==> src/rtl/stove_button_conditioner.sv <==
// Pushbutton conditioner for the stove controller: per channel a two-flop
// synchronizer, debounce filter, press-edge strobe and optional auto-repeat.
module stove_button_conditioner #(
  parameter int                    CHANNELS        = 5,
  parameter int                    DEBOUNCE_CYCLES = 500000,
  parameter logic [CHANNELS-1:0]   REPEAT_MASK     = 5'b11000,
  parameter int                    REPEAT_DELAY    = 25000000,
  parameter int                    REPEAT_PERIOD   = 10000000,
  parameter int                    ACTIVE_LOW      = 1
) (
  input  logic                clk,
  input  logic                async_reset,
  input  logic [CHANNELS-1:0] buttons_raw,
  output logic [CHANNELS-1:0] pressed,
  output logic [CHANNELS-1:0] pulse
);

  localparam int DB_W   = (DEBOUNCE_CYCLES > 1) ? $clog2(DEBOUNCE_CYCLES) : 1;
  localparam int RP_MAX = (REPEAT_DELAY > REPEAT_PERIOD) ? REPEAT_DELAY : REPEAT_PERIOD;
  localparam int RP_W   = (RP_MAX > 1) ? $clog2(RP_MAX) : 1;

  localparam logic [DB_W-1:0] DB_LAST     = DB_W'(DEBOUNCE_CYCLES - 1);
  localparam logic [RP_W-1:0] DELAY_LAST  = RP_W'(REPEAT_DELAY - 1);
  localparam logic [RP_W-1:0] PERIOD_LAST = RP_W'(REPEAT_PERIOD - 1);
  localparam logic            RAW_IDLE    = (ACTIVE_LOW != 0) ? 1'b1 : 1'b0;

  localparam logic [1:0] ST_IDLE   = 2'd0;
  localparam logic [1:0] ST_HELD   = 2'd1;
  localparam logic [1:0] ST_REPEAT = 2'd2;

  for (genvar i = 0; i < CHANNELS; i++) begin : g_ch
    logic            sync1, sync2;
    logic            level;          // registered, polarity-normalized input
    logic            pressed_q, pulse_q;
    logic [DB_W-1:0] db_cnt;
    logic [RP_W-1:0] rep_cnt;
    logic [1:0]      state;
    logic            rise, fall, rep_fire;

    always_comb begin
      // NOTE: every combinational output gets a default first so no latch is inferred.
      rise     = 1'b0;
      fall     = 1'b0;
      rep_fire = 1'b0;
      if (level != pressed_q && db_cnt == DB_LAST) begin
        rise = level;
        fall = ~level;
      end
      // A release on this edge cancels any repeat that would have fired.
      if (REPEAT_MASK[i] && !fall) begin
        if (state == ST_HELD && rep_cnt == DELAY_LAST)
          rep_fire = 1'b1;
        if (state == ST_REPEAT && rep_cnt == PERIOD_LAST)
          rep_fire = 1'b1;
      end
    end

    // NOTE: all state updates are non-blocking so every flop samples pre-edge values.
    always_ff @(posedge clk or posedge async_reset) begin
      if (async_reset) begin
        sync1     <= RAW_IDLE;
        sync2     <= RAW_IDLE;
        level     <= 1'b0;
        pressed_q <= 1'b0;
        pulse_q   <= 1'b0;
        db_cnt    <= '0;
        rep_cnt   <= '0;
        state     <= ST_IDLE;
      end else begin
        sync1 <= buttons_raw[i];
        sync2 <= sync1;
        level <= (ACTIVE_LOW != 0) ? ~sync2 : sync2;

        if (level == pressed_q) begin
          db_cnt <= '0;
        end else if (db_cnt == DB_LAST) begin
          pressed_q <= level;
          db_cnt    <= '0;
        end else begin
          db_cnt <= db_cnt + 1'b1;
        end

        // Masking with the current strobe keeps a period-1 repeat toggling.
        pulse_q <= (rise | rep_fire) & ~pulse_q;

        case (state)
          ST_IDLE: begin
            if (rise) begin
              state   <= ST_HELD;
              rep_cnt <= '0;
            end
          end
          ST_HELD: begin
            if (fall) begin
              state <= ST_IDLE;
            end else if (REPEAT_MASK[i]) begin
              if (rep_fire) begin
                state   <= ST_REPEAT;
                rep_cnt <= '0;
              end else begin
                rep_cnt <= rep_cnt + 1'b1;
              end
            end
          end
          ST_REPEAT: begin
            if (fall)
              state <= ST_IDLE;
            else if (rep_fire)
              rep_cnt <= '0;
            else
              rep_cnt <= rep_cnt + 1'b1;
          end
          default: state <= ST_IDLE;
        endcase
      end
    end

    assign pressed[i] = pressed_q;
    assign pulse[i]   = pulse_q;
  end

endmodule
==> config.mk <==
export PLATFORM = sky130hd
export DESIGN_NAME = stove_button_conditioner
export DESIGN_NICKNAME = d
export VERILOG_FILES = /design/src/rtl/stove_button_conditioner.sv
export SDC_FILE = /design/constraint.sdc
export NUM_CORES = 1
export LEC_CHECK = 0
export ABC_AREA = 1
export BUFFER_PORTS_ARGS = -buffer_cell sky130_fd_sc_hd__buf_2
export CAP_MARGIN = 20
export CORE_MARGIN = 10
export CORE_UTILIZATION = 45
export DETAILED_ROUTE_END_ITERATION = 8
export SLEW_MARGIN = 20
export SYNTH_ARGS = -nofsm -noshare
export SYNTH_HDL_FRONTEND = slang
export SYNTH_SLANG_ARGS = --single-unit
==> constraint.sdc <==
create_clock -name clk -period 6.5 [get_ports clk]
set_input_delay 0.65 -clock clk [delete_from_list [all_inputs] [get_ports clk]]
set_output_delay 0.65 -clock clk [all_outputs]
set_load 0.02 [all_outputs]
# Word level (Yosys, flattened, before mapping)
# Cells that the tools add are included.
word_totals:
  register_bits: 174
  output_inout_bits: 10
  inputBits: 7
  word_cells: 161
classes:
  n_eq_ne: 31
  n_addsub: 7
  n_reduce_logical: 24
  n_mux: 41
  n_bitwise: 24
op_table:
  columns: ["op", "count"]
  rows:
  - ["$mux 19", 10]
  - ["$mux 25", 6]
  - ["$pmux 25 s2", 2]
  - ["$add 19x1->19 const B", 5]
  - ["$eq 19x19->1 const B", 5]
  - ["$add 25x1->25 const B", 2]
  - ["$eq 25x24->1 const B", 2]
  - ["$eq 25x25->1 const B", 2]
  - ["$not 1->1", 17]
  - ["$mux 2", 8]
  - ["$mux 1", 13]
  - ["$ne 2x2->1 const B", 6]
  - ["$pmux 2 s3", 2]
  - ["$reduce_and 3->1", 4]
  - ["$reduce_and 2->1", 5]
  - ["$logic_and 1x1->1", 9]
  - ["$ne 3x3->1 const B", 2]
  - ["$and 1x1->1", 5]
  - ["$eq 1x1->1", 5]
  - ["$ne 1x1->1", 5]
  - ["$eq 2x1->1 const B", 2]
  - ["$eq 2x2->1 const B", 2]
  - ["$logic_not 2->1", 2]
  - ["$reduce_bool 2->1", 2]
  - ["2 further kinds", 4]

# Longest topological paths before layout
# Gate-level depths: netlist of run 1.
logic_depth:
  depth_word: 8
  ltp_mapped: 13
  mapped_depth_nobuf: 13

# Worst setup path after synthesis of run 1
# OpenSTA, ideal clock, no wires.
synth_timing:
  kind: "register to register"
  from: "reg g_ch[3].rep_cnt[0]"
  to: "reg g_ch[3].rep_cnt[15]"
  t_arrival_ps: 1544
  path_stages_with_launch: 12
  path_buffers: 1
  setup_time_ps: 128
  synth_period_minus_slack_ps: 1672
  path_slack_ps: 4828
  required_ps: 6372
  cell_sequence: "dfrtp_1 ha_1 nand2_1 nor2_2 nand3_1 nor2_1 nand3_1 nand2_1 nand2_1 buf_2 nand3_1 o21ai_0"
synth_via:
  elab_chain_len: 8
  word_cells_on_any_way: 11
  classes_between: "add/sub (1); eq/ne (2); mux (6); reduce/logical (2)"
synth_lines:
  columns: ["item", "line", "rtl"]
  rows:
  - ["start: declaration", "36", "logic [RP_W-1:0] rep_cnt;"]
  - ["start signal: assignment", "101", "rep_cnt <= rep_cnt + 1'b1;"]
  - ["start signal: assignment", "111", "rep_cnt <= rep_cnt + 1'b1;"]
  - ["parallel branches: the longest is 5 deep, another holds $add 25x1->25", null, null]
  - ["$mux 25 (*)", "97, 108", null]
  - ["$mux 25 (*)", "106", "if (fall)"]
  - ["$pmux 25 s2 (*)", "86", "case (state)"]
# Mark *: on every way between the ends. The select of a mux whose other input is x is not followed.
# A chain may end at the register's enable or synchronous reset.

# Worst setup path after layout of run 1
layout_timing:
  from: "reg g_ch[3].state[0]"
  to: "reg g_ch[3].rep_cnt[17]"
layout_via:
  elab_chain_len: 8
  word_cells_on_any_way: 16
  classes_between: "eq/ne (4); mux (6); reduce/logical (6)"
layout_lines:
  columns: ["item", "line", "rtl"]
  rows:
  - ["start: declaration", "37", "logic [1:0] state;"]
  - ["start signal: assignment", "68", "state <= ST_IDLE;"]
  - ["start signal: assignment", "89", "state <= ST_HELD;"]
  - ["start signal: assignment", "95", "state <= ST_IDLE;"]
  - ["$eq 2x1->1", "51, 86", null]
  - ["$logic_and 1x1->1", "51", "if (state == ST_HELD && rep_cnt == DELAY_LAST)"]
  - ["$mux 1", "51", null]
  - ["$mux 1", "53", "if (state == ST_REPEAT && rep_cnt == PERIOD_LAST)"]
  - ["$mux 1", "50", "if (REPEAT_MASK[i] && !fall) begin"]
  - ["$mux 25", "97, 108", null]
  - ["$mux 25", "106", null]
  - ["$pmux 25 s2", "86", null]
# Several ways; a longest one is shown, not always the timed one. The select of a mux whose other input is x is not followed.

==> flow_metrics.py, run 1 <==
metrics = {
    "cells_and_area": {
        "num_antenna_cells": 0,
        "final_common_cell": "nand2_1",
        "drive_gt1_share_pct": 7.22,
        "final_cell_mix": "nand2_1, nor2_1, inv_1",
        "multiInputGateArea_mm2": 0.00538,
        "seq_area_mm2": 0.00437,
        "syn_to_final_growth_pct": 8.00,
        "nets": 1533,
        "n_fill_cell": 2383,
    },
    "sta": {
        "fmax_mhz": 389,
        "relSlewSlack_pct": 37.0,
        "hold_viol_final": 0,
        "fin_crit_sh_pct": 39.5,
        "post-route-min-period_ns": 2.57,
        "setup-tns-final_ns": 0,
        "finClkSkew_ns": 0.0135,
        "tightestPinTransition_ns": 0.944,
        "rsz0062_at_grt": "no",
        "setup_viol": 0,
        "drv_slew": 0,
    },
    "outcome": {
        "status": "finished, final reports clean",
    },
    "worst_setup_path": {
        "timing.rr.start": "g_ch[3].state[0]$_DFFE_PP0P_",
        "cp-endpoint": "g_ch[3].rep_cnt[17]$_DFFE_PP0P_",
        "arrival_ns": 2.87,
        "critPathLaunch": "g_ch[3].state[0]$_DFFE_PP0P_",
        "critical-path-max-stage-delay_ns": 0.86,
        "cp_cell_sequence": "inv_1 > ha_1 > nand4_1 > nand3_4 > inv_1 > nand2_1 > o21ai_0",
        "r2r_slack_ns": 3.93,
        "start_kind": "flop",
        "cp_common_cell": "inv_1",
        "end_kind": "flop",
        "path_max_fanout": 45,
        "critPathSlowestCell": "ha_1",
        "critPathRequiredTime_ns": 6.80,
        "crit-reg2reg-capture": "g_ch[3].rep_cnt[17]$_DFFE_PP0P_",
        "crit_type": "reg -> reg",
        "worst_r2r_path_depth": 7,
    },
    "logic_synthesis": {
        "syn-mean-instance-area_um2": 7.12,
        "yosys_warnings": 0,
        "yosysTopAreaCell": "dfrtp_1",
        "synth_edf_count": 0,
        "synth-seq-cells": 174,
        "syn_area_mm2": 0.0108,
        "synthArstFlopShare_pct": 100,
        "synth.distinct_cells": 43,
        "synth-seq-area-share_pct": 40.5,
        "syn_nets": 1537,
        "yosys-top-cells-area": "dfrtp_1, nand2_1, nor2_1",
        "synthCells": 1515,
        "yosys.area.top_type_share_pct": 38.0,
        "synth_top_flop_cell": "dfrtp_1",
    },
    "placement": {
        "portBuffers": 16,
        "place.gp.congestion": 0.895,
        "hpwl_um": 17300,
    },
    "clock_network": {
        "ctsHtreeMaxLevel": 4,
        "cts_root_buf": "clkbuf_16",
        "cts_resized": 0,
        "cts_buffers": 17,
        "numClockSinks": 174,
        "worstSkewPairLatency_ns": 0.43,
        "post-cts-setup-buffers": 0,
        "cts_buffer_depth": 2,
        "path_clk_slew_ns": 0.07,
        "cts_tree": "built",
        "cts_hold_buf": 0,
    },
    "min_path": {
        "hold_depth": 1,
        "hold_path.class": "in -> reg",
    },
    "routing": {
        "ant_nets": 0,
        "drt_wl_total_um": 24100,
        "vias_per_cell": 5.05,
        "dr.first_iter.drc_count": 687,
        "firstDrtPassIters": 6,
        "drc": 0,
        "vias": 9304,
        "wire_per_inst_um": 13.1,
    },
    "pwr": {
        "powerDensity_mw_per_mm2": 195,
        "finalPower_mw": 2.28,
        "pwr-share-seq_pct": 48.6,
        "p_leak_nw": 5.11,
        "vdd_drop_max_mv": 0.134,
        "p_int_mw": 1.77,
        "p_comb_share_pct": 2.5,
        "p_sw_uw": 504,
        "clkPwrFrac_pct": 49.0,
        "switching_share_pct": 22.1,
    },
    "floorplanning": {
        "dieWidth_um": 175,
        "pin_count": 17,
        "dieHeight_um": 175,
        "die_area_mm2": 0.0306,
        "rows": 56,
        "start_util_pct": 45.8,
        "coreArea_mm2": 0.0235,
    },
    "global_route": {
        "antenna_found_initial": 0,
        "grt_max_degree": 106,
        "grt_pass1_vias": 8917,
        "grt_overflow_total": 0,
        "grt_pass1_wl_um": 42700,
        "grt.total_usage_pct": 16.2,
    },
    "flow_run": {
        "drv_cap": 0,
    },
}
-- sequential cells by signal, summed over array words and instances (netlist names) --
name / flops
g_ch.pulse_q: 5
g_ch.level: 5
g_ch.db_cnt: 95
g_ch.sync2: 5
g_ch.sync1: 5
g_ch.rep_cnt: 50
g_ch.state: 4
g_ch.pressed_q: 5
-- metal layers --
layer | track usage (%) | part of all wire [%]
met1 | 21.6 | 49
met2 | 26.9 | 47
met3 | 2.41 | 3.0
met4 | 4.42 | 1.1
met5 | 0 | 0
-- power by group through the flow --
stage / sequential (mW) / clock, mW / combinational [mW]
after global placement: 1.13 / 0 / 0.0583
final: 1.11 / 1.12 / 0.0560
after floorplan: 1.12 / 0 / 0.0412
after CTS: 1.11 / 1.15 / 0.0594
after detailed placement: 1.13 / 0 / 0.0591
after global routing: 1.11 / 1.20 / 0.0675
-- cell families after synthesis --
group | after synthesis | synth area share, %
muxes | 2 | 0.197
buffers and inverters | 246 | 9.68
DFF | 174 | 40.5
xor gates and xnor gates | 55 | 4.46
and+or+nand+nor | 932 | 38.9
adders and majority gates | 15 | 1.74
AOI/OAI and AO/OA | 91 | 4.51
-- final cells by class --
cell class / instances / area share, %
Clock buffer: 19 / 3.80
Sequential cell: 174 / 37.5
Clock inverter: 13 / 1.70
Timing Repair Buffer: 17 / 0.751
Multi-Input combinational cell: 1095 / 46.2
Inverter: 206 / 6.70
Tap cell: 319 / 3.42
-- worst max-delay path: cells and delay by family, from the launching register on --
kind                     cells  cell delay, ns
AO/OA/AOI/OAI                1            0.07
buffers and inverters        2            0.25
AND/OR/NAND/NOR              3            0.88
adder cells (fa/ha/maj)      1            0.86
flip-flops                   1            0.39
-- synthesized netlist by cell type, types with 10 or more instances --
| library cell | instances |
|---|---|
| nand2_1 | 374 |
| nor2_1 | 231 |
| inv_1 | 201 |
| dfrtp_1 | 164 |
| nand3_1 | 139 |
| nor3_1 | 55 |
| nand4_1 | 53 |
| xor2_1 | 45 |
| a21oi_1 | 36 |
| o21ai_0 | 25 |
| o21ai_1 | 21 |
| buf_2 | 16 |
| ha_1 | 15 |
| nor4_1 | 15 |
| nor2_2 | 13 |
| buf_4 | 11 |
| dfstp_2 | 10 |
| nor3b_1 | 10 |
| or2_2 | 10 |
| xnor2_1 | 10 |
-- how the worst min path moves through the flow --
stage | start | end
after global routing | buttons_raw[4] | g_ch[4].sync1$_DFF_PP1_
after global placement | g_ch[2].sync1$_DFF_PP1_ | g_ch[2].sync2$_DFF_PP1_
after CTS | buttons_raw[4] | g_ch[4].sync1$_DFF_PP1_
after floorplan | g_ch[0].sync1$_DFF_PP1_ | g_ch[0].sync2$_DFF_PP1_
final | buttons_raw[4] | g_ch[4].sync1$_DFF_PP1_
after detailed placement | g_ch[0].sync1$_DFF_PP1_ | g_ch[0].sync2$_DFF_PP1_
-- metrics by stage --
stage | area, um^2 | hold WS, ns | utilization [%] | instances | setup WS (ns)
finish | 11700 | 0.316 | 49.5 | 1843 | 3.93
global route | 11700 | 0.289 | 49.5 | 1843 | 3.66
detailed placement | 11000 | 0.348 | 46.8 | 1811 | 3.88
global placement | 11000 | 0.345 | 46.8 | 1811 | 3.94
CTS | 11700 | 0.294 | 49.5 | 1843 | 3.88
floorplan | 10800 | 0.345 | - | 1515 | 1.15
Power figures use the tool's default switching activity.
==> inputs of run 2 (changes only) <==
- ABC_AREA: 1 -> 0
- clock period: 6.5 -> 2.22 ns (I/O delays scaled with it)
==> run 2 against run 1 <==
Largest power group is now registers. Register-to-register slack worse by 4.2 ns. Sequential power grew to 2.9 times the previous value. Via count is 22% lower. The flow now finishes with violations (negative setup slack).
==> flow_metrics.py, run 2 <==
metrics = {
    "worst_setup_path": {
        "cp_num_buf_inv": 1,
        "worst_r2r_path_depth": 7,
        "cp_cell_sequence": "or4b_4 > nor4_4 > nand3_4 > a221oi_4 > nand3_4 > buf_12 > o31ai_4",
        "crit_cells": 7,
        "crit_type": "reg -> reg",
        "start_kind": "flop",
        "arrival_ns": 2.83,
        "crit-reg2reg-capture": "g_ch[4].rep_cnt[19]$_DFFE_PP0P_",
        "critPathRequiredTime_ns": 2.56,
        "critPathSlowestCell": "or4b_4",
        "path_max_fanout": 7,
        "timing.rr.start": "g_ch[4].db_cnt[11]$_DFF_PP0_",
        "cp_top_family": "simple AND/OR/NAND/NOR gates",
        "critical-path-max-stage-delay_ns": 0.55,
        "cp_common_cell": "nand3_4",
        "r2r_slack_ns": -0.27,
        "end_kind": "flop",
    },
    "pwr": {
        "p_leak_nw": 5.04,
        "powerDensity_mw_per_mm2": 561,
        "vdd_drop_max_mv": 0.476,
        "finalPower_mw": 6.48,
    },
    "sta": {
        "worst_slack_ns": -0.266,
        "tightestPinTransition_ns": 0.509,
        "fin_crit_sh_pct": 112,
        "relSlewSlack_pct": 65.8,
        "hold_viol_final": 0,
        "setup-tns-final_ns": -10.44,
        "fmax_mhz": 402,
        "drv_slew": 0,
        "setup_viol": 53,
        "finClkSkew_ns": 0.00891,
        "post-route-min-period_ns": 2.49,
        "rsz0062_at_grt": "yes",
    },
    "routing": {
        "wire_per_inst_um": 14.8,
        "vias_per_cell": 5.31,
        "ant_nets": 0,
        "dr.first_iter.drc_count": 424,
        "vias": 7215,
        "drt_wl_total_um": 20200,
        "firstDrtPassIters": 6,
        "drc": 0,
    },
    "min_path": {
        "hold_depth": 0,
        "hold_path.class": "reg -> reg",
        "hold_path_startpoint": "g_ch[3].sync1$_DFF_PP1_",
        "min_to": "g_ch[3].sync2$_DFF_PP1_",
    },
    "clock_network": {
        "worstSkewPairLatency_ns": 0.43,
        "numClockSinks": 174,
        "cts_tree": "built",
        "path_clk_slew_ns": 0.07,
        "cts_buffers": 17,
        "cts_root_buf": "clkbuf_16",
        "cts_buffer_depth": 2,
        "ctsHtreeMaxLevel": 4,
    },
    "logic_synthesis": {
        "synth_top_flop_cell": "dfrtp_1",
        "yosysTopAreaCell": "dfrtp_1",
        "synth-seq-cells": 174,
        "syn_area_mm2": 0.00899,
        "synth_commonest_cells": "dfrtp_1, nor2_1, nand3_1",
        "yosys-top-cells-area": "dfrtp_1, nor2_1, nand3_1",
        "yosysMostFrequentCell": "dfrtp_1",
        "synth.distinct_cells": 62,
        "synthArstFlopShare_pct": 100,
        "yosys_warnings": 0,
        "synth-seq-area-share_pct": 48.6,
        "syn-mean-instance-area_um2": 9.56,
        "synth_edf_count": 0,
        "yosys.area.top_type_share_pct": 45.6,
        "synthCells": 941,
        "syn_nets": 963,
    },
    "floorplanning": {
        "pin_count": 17,
        "start_util_pct": 45.9,
        "rows": 51,
        "dieWidth_um": 161,
        "coreArea_mm2": 0.0196,
        "dieHeight_um": 161,
        "die_area_mm2": 0.0260,
    },
    "flow_run": {
        "drv_cap": 0,
    },
    "global_route": {
        "antenna_found_initial": 0,
        "grt_pass1_vias": 7244,
        "grt_max_degree": 72,
        "grt.total_usage_pct": 15.9,
        "grt_pass1_wl_um": 35000,
        "grt_overflow_total": 0,
    },
    "placement": {
        "hpwl_um": 13300,
        "place_inst": 1298,
        "place.gp.congestion": 0.810,
        "portBuffers": 16,
    },
    "cells_and_area": {
        "syn_to_final_growth_pct": 28.6,
        "stdcell_count": 1359,
        "drive_gt1_share_pct": 25.0,
        "reg_top3": "g_ch.db_cnt x95, g_ch.rep_cnt x50",
        "fin_util_pct": 59.0,
        "largest_reg_flops": 95,
        "final_common_cell": "dfrtp_1",
        "max_flop_register": "g_ch.db_cnt",
        "nets": 1103,
        "num_antenna_cells": 0,
        "final_cell_mix": "dfrtp_1, nor2_1, buf_4",
    },
    "outcome": {
        "violations": "negative setup slack",
        "status": "complete, but fails checks",
    },
}
==> run 2: changes by cell type in the layout (fill, tap and decap cells not counted), sizes merged, moves of 30 or more <==
cell / change
inv: -166
nor2: -121
xnor2: +30
nand2: -296
nor3: -43
buf: +129
nand3: -62
==> run 2: where the power goes <==
part	switching, mW	total (mW)	leakage (nW)	internal [mW]
Clock	1.44	3.07	0.294	1.63
Combinational	0.116	0.174	2.38	0.0575
Sequential	0.0268	3.24	2.37	3.21
Total	1.58	6.48	5.04	4.90
==> run 2: repair_timing <==
action | in CTS | in global routing
hold buffers | 6 | 0
setup buffers | 13 | 9
gates cloned | 4 | 1
resized for setup | 61 | 39
hold endpoints to repair | 136 | 0
endpoints found under the setup margin | 53 | 76
pin swaps | 33 | 17
==> run 2: kinds of logic after synthesis <==
kind of cell               Yosys count  synth area share (%)
xor gates and xnor gates            85                  8.28
and+or+nand+nor                    474                  27.9
buffers and inverters               72                  3.58
adders and majority gates           15                  2.09
AOI/OAI and AO/OA                  116                  9.03
muxes                                5                 0.612
DFF                                174                  48.6
==> run 2: how the worst max path moves through the flow <==
stage / startpoint / endpoint / slack [ns]
after floorplan: g_ch[4].db_cnt[12]$_DFF_PP0_ / g_ch[4].rep_cnt[16]$_DFFE_PP0P_ / -0.28
after global placement: g_ch[4].db_cnt[11]$_DFF_PP0_ / g_ch[4].rep_cnt[5]$_DFFE_PP0P_ / -0.22
after detailed placement: g_ch[3].db_cnt[11]$_DFF_PP0_ / g_ch[3].rep_cnt[18]$_DFFE_PP0P_ / -0.27
after CTS: g_ch[3].db_cnt[11]$_DFF_PP0_ / g_ch[3].rep_cnt[5]$_DFFE_PP0P_ / -0.28
after global routing: g_ch[3].db_cnt[11]$_DFF_PP0_ / g_ch[3].rep_cnt[16]$_DFFE_PP0P_ / -0.40
final: g_ch[4].db_cnt[11]$_DFF_PP0_ / g_ch[4].rep_cnt[19]$_DFFE_PP0P_ / -0.27
==> run 2: final cells by class <==
| type | count | area, um^2 |
|---|---|---|
| fill | 1697 | 8020 |
| multi-input combinational | 695 | 4740 |
| sequential | 174 | 4370 |
| timing repair buffer | 155 | 1370 |
| clock buffer | 17 | 425 |
| tap | 265 | 332 |
| clock inverter | 15 | 190 |
| inverter | 38 | 146 |
==> run 2: through the flow <==
stage | hold WS, ns | setup slack [ns] | cell area [um^2]
after global placement | 0.327 | -0.221 | 10200
after floorplan | 0.226 | -0.276 | 9090
after CTS | 0.358 | -0.279 | 11300
after detailed placement | 0.328 | -0.275 | 10200
final | 0.357 | -0.266 | 11600
after global routing | 0.364 | -0.397 | 11600
==> run 2: worst reg2reg max path, delay by kind of cell, from the launching register on <==
kind	cells	cell delay [ns]
and+or+nand+nor	4	1.24
buffers and inverters	1	0.20
AOI/OAI and AO/OA	2	0.56
DFF	1	0.40
==> run 2: layer usage <==
layer	vias to the layer above	global-route usage (%)	part of all wire, %
li1	3606	-	-
met1	3506	21.1	48
met2	89	25.8	49
met3	14	3.43	2.6
met4	0	4.14	0.82
met5	-	0	0
==> inputs of run 3 (changes only) <==
- ABC_AREA: 0 -> 1
==> run 3 against run 2 <==
The flow now finishes without violations. Sequential power about the same. Critical path depth increased by 4. Sequential cell count unchanged. Clock skew increased by 0.0021 ns. Global-route usage increased by 0.53 points. Hold slack got worse by 0.0021 ns. Non-clock buffer count decreased by 108. Critical path type unchanged. Power increased by 1.9%.
==> flow_metrics.py, run 3 (same netlist as run 1, synthesis figures left out) <==
metrics = {
    "outcome": {
        "status": "finished, final reports clean",
    },
    "clock_network": {
        "cts_tree": "built",
        "post-cts-setup-buffers": 0,
        "numClockSinks": 174,
        "cts_buffers": 17,
        "worstSkewPairLatency_ns": 0.43,
        "path_clk_slew_ns": 0.06,
        "cts_root_buf": "clkbuf_16",
        "ctsHtreeMaxLevel": 4,
        "cts_buffer_depth": 2,
    },
    "sta": {
        "fin_crit_sh_pct": 93.3,
        "hold_viol_final": 0,
        "setup_viol": 0,
        "finClkSkew_ns": 0.0110,
        "tightestPinTransition_ns": 0.679,
        "post-route-min-period_ns": 2.07,
        "fmax_mhz": 483,
        "rsz0062_at_grt": "no",
        "drv_slew": 0,
        "relSlewSlack_pct": 54.6,
        "fin_hold_ws_ns": 0.355,
    },
    "cells_and_area": {
        "final_cell_mix": "nand2_1, nor2_1, inv_1",
        "n_fill_cell": 2311,
        "largest_reg_flops": 95,
        "num_antenna_cells": 0,
        "nets": 1564,
        "syn_to_final_growth_pct": 10.5,
        "reg_top3": "g_ch.db_cnt x95, g_ch.rep_cnt x50",
        "max_flop_register": "g_ch.db_cnt",
        "drive_gt1_share_pct": 8.56,
        "final_common_cell": "nand2_1",
    },
    "floorplanning": {
        "rows": 56,
        "dieWidth_um": 175,
        "pin_count": 17,
        "start_util_pct": 45.8,
        "dieHeight_um": 175,
        "die_area_mm2": 0.0306,
        "coreArea_mm2": 0.0235,
    },
    "global_route": {
        "grt.total_usage_pct": 16.4,
        "grt_pass1_wl_um": 42900,
        "antenna_found_initial": 0,
        "grt_pass1_vias": 9130,
        "grt_max_degree": 60,
        "grt_overflow_total": 0,
    },
    "routing": {
        "dr.first_iter.drc_count": 728,
        "firstDrtPassIters": 6,
        "vias": 9479,
        "wire_per_inst_um": 13.1,
        "drc": 0,
        "drt_wl_total_um": 24600,
        "vias_per_cell": 5.06,
        "ant_nets": 0,
    },
    "placement": {
        "hpwl_um": 17600,
        "portBuffers": 16,
        "place.gp.congestion": 0.969,
    },
    "worst_setup_path": {
        "arrival_ns": 2.39,
        "end_kind": "flop",
        "critPathRequiredTime_ns": 2.54,
        "path_max_fanout": 14,
        "start_kind": "flop",
        "crit_type": "reg -> reg",
    },
    "pwr": {
        "vdd_drop_max_mv": 0.447,
        "finalPower_mw": 6.60,
        "p_leak_nw": 5.25,
        "powerDensity_mw_per_mm2": 554,
    },
    "flow_run": {
        "drv_cap": 0,
    },
    "min_path": {
        "hold_path.class": "reg -> reg",
    },
}
==> run 3: changes by cell type in the layout (fill, tap and decap cells not counted), moves of 18 or more <==
cell | previous run | this run
nor3_1 | 17 | 55
xnor2_1 | 40 | 10
or3_1 | 19 | 0
buf_4 | 102 | 22
and3_1 | 19 | 1
nand3_1 | 79 | 139
inv_1 | 35 | 200
nor2_1 | 126 | 231
nand2_1 | 79 | 374
buf_6 | 20 | 0
==> run 3: critical path: stages, from the launching register on <==
cell and delay [ns]:
dfrtp_1 0.38, ha_1 0.24, nand3_2 0.19, nor2_4 0.14
nand3_2 0.10, nor2_4 0.11, buf_4 0.12, inv_2 0.05
nand2_4 0.09, nand3_2 0.32, nand2_1 0.16, nand2_1 0.06
==> run 3: final timing paths <==
path / end / cells after the start / startpoint / slack (ns)
worst max-delay path: g_ch[4].rep_cnt[0]$_DFFE_PP0P_ / 11 / g_ch[4].db_cnt[0]$_DFF_PP0_ / 0.15
worst min-delay path: g_ch[0].sync2$_DFF_PP1_ / 0 / g_ch[0].sync1$_DFF_PP1_ / 0.35
worst max register to register: g_ch[4].rep_cnt[0]$_DFFE_PP0P_ / 11 / g_ch[4].db_cnt[0]$_DFF_PP0_ / 0.15
worst min register to register: g_ch[0].sync2$_DFF_PP1_ / 0 / g_ch[0].sync1$_DFF_PP1_ / 0.35
max in group asynchronous: g_ch[4].sync1$_DFF_PP1_ / 4 / async_reset / 1.13
min in group asynchronous: g_ch[0].db_cnt[8]$_DFF_PP0_ / 3 / async_reset / 0.38
==> run 3: area by class of cell <==
class	count	area [um^2]	area share, %
clock buffer	21	450	3.78
clock inverter	10	163	1.36
inverter	206	777	6.52
multi-input combinational	1096	5400	45.3
sequential	174	4370	36.6
tap	319	399	3.35
timing repair buffer	47	365	3.06
==> run 3: power breakdown <==
group / switching (mW) / internal (mW) / total [mW] / leakage (nW)
logic: 0.130 / 0.0570 / 0.187 / 2.58
registers: 0.0268 / 3.21 / 3.24 / 2.37
clock network: 1.27 / 1.91 / 3.18 / 0.294
total: 1.42 / 5.18 / 6.60 / 5.25
==> run 3: what timing repair did <==
action,in CTS,in global routing
cloned,0,1
hold buffers,6,0
setup endpoints to repair,22,12
gates resized for setup,1,2
endpoints found under the hold margin,21,0
==> run 3: stage by stage <==
stage	setup slack [ns]	util, %	std cells	cell area (um^2)	TNS [ns]
finish	0.149	50.6	1873	11900	0
global route	0.0109	50.6	1873	11900	0
CTS	0.166	50.6	1872	11900	0
detailed placement	-0.0457	47.7	1835	11200	-0.452
global placement	0.0255	47.7	1835	11200	0
floorplan	-0.218	-	1515	10800	-35.83
==> run 3: metal layers <==
metal	wire [um]	track usage, %
met5	0	0
met4	425	5.12
met3	852	2.89
met2	11100	26.6
met1	12200	21.8
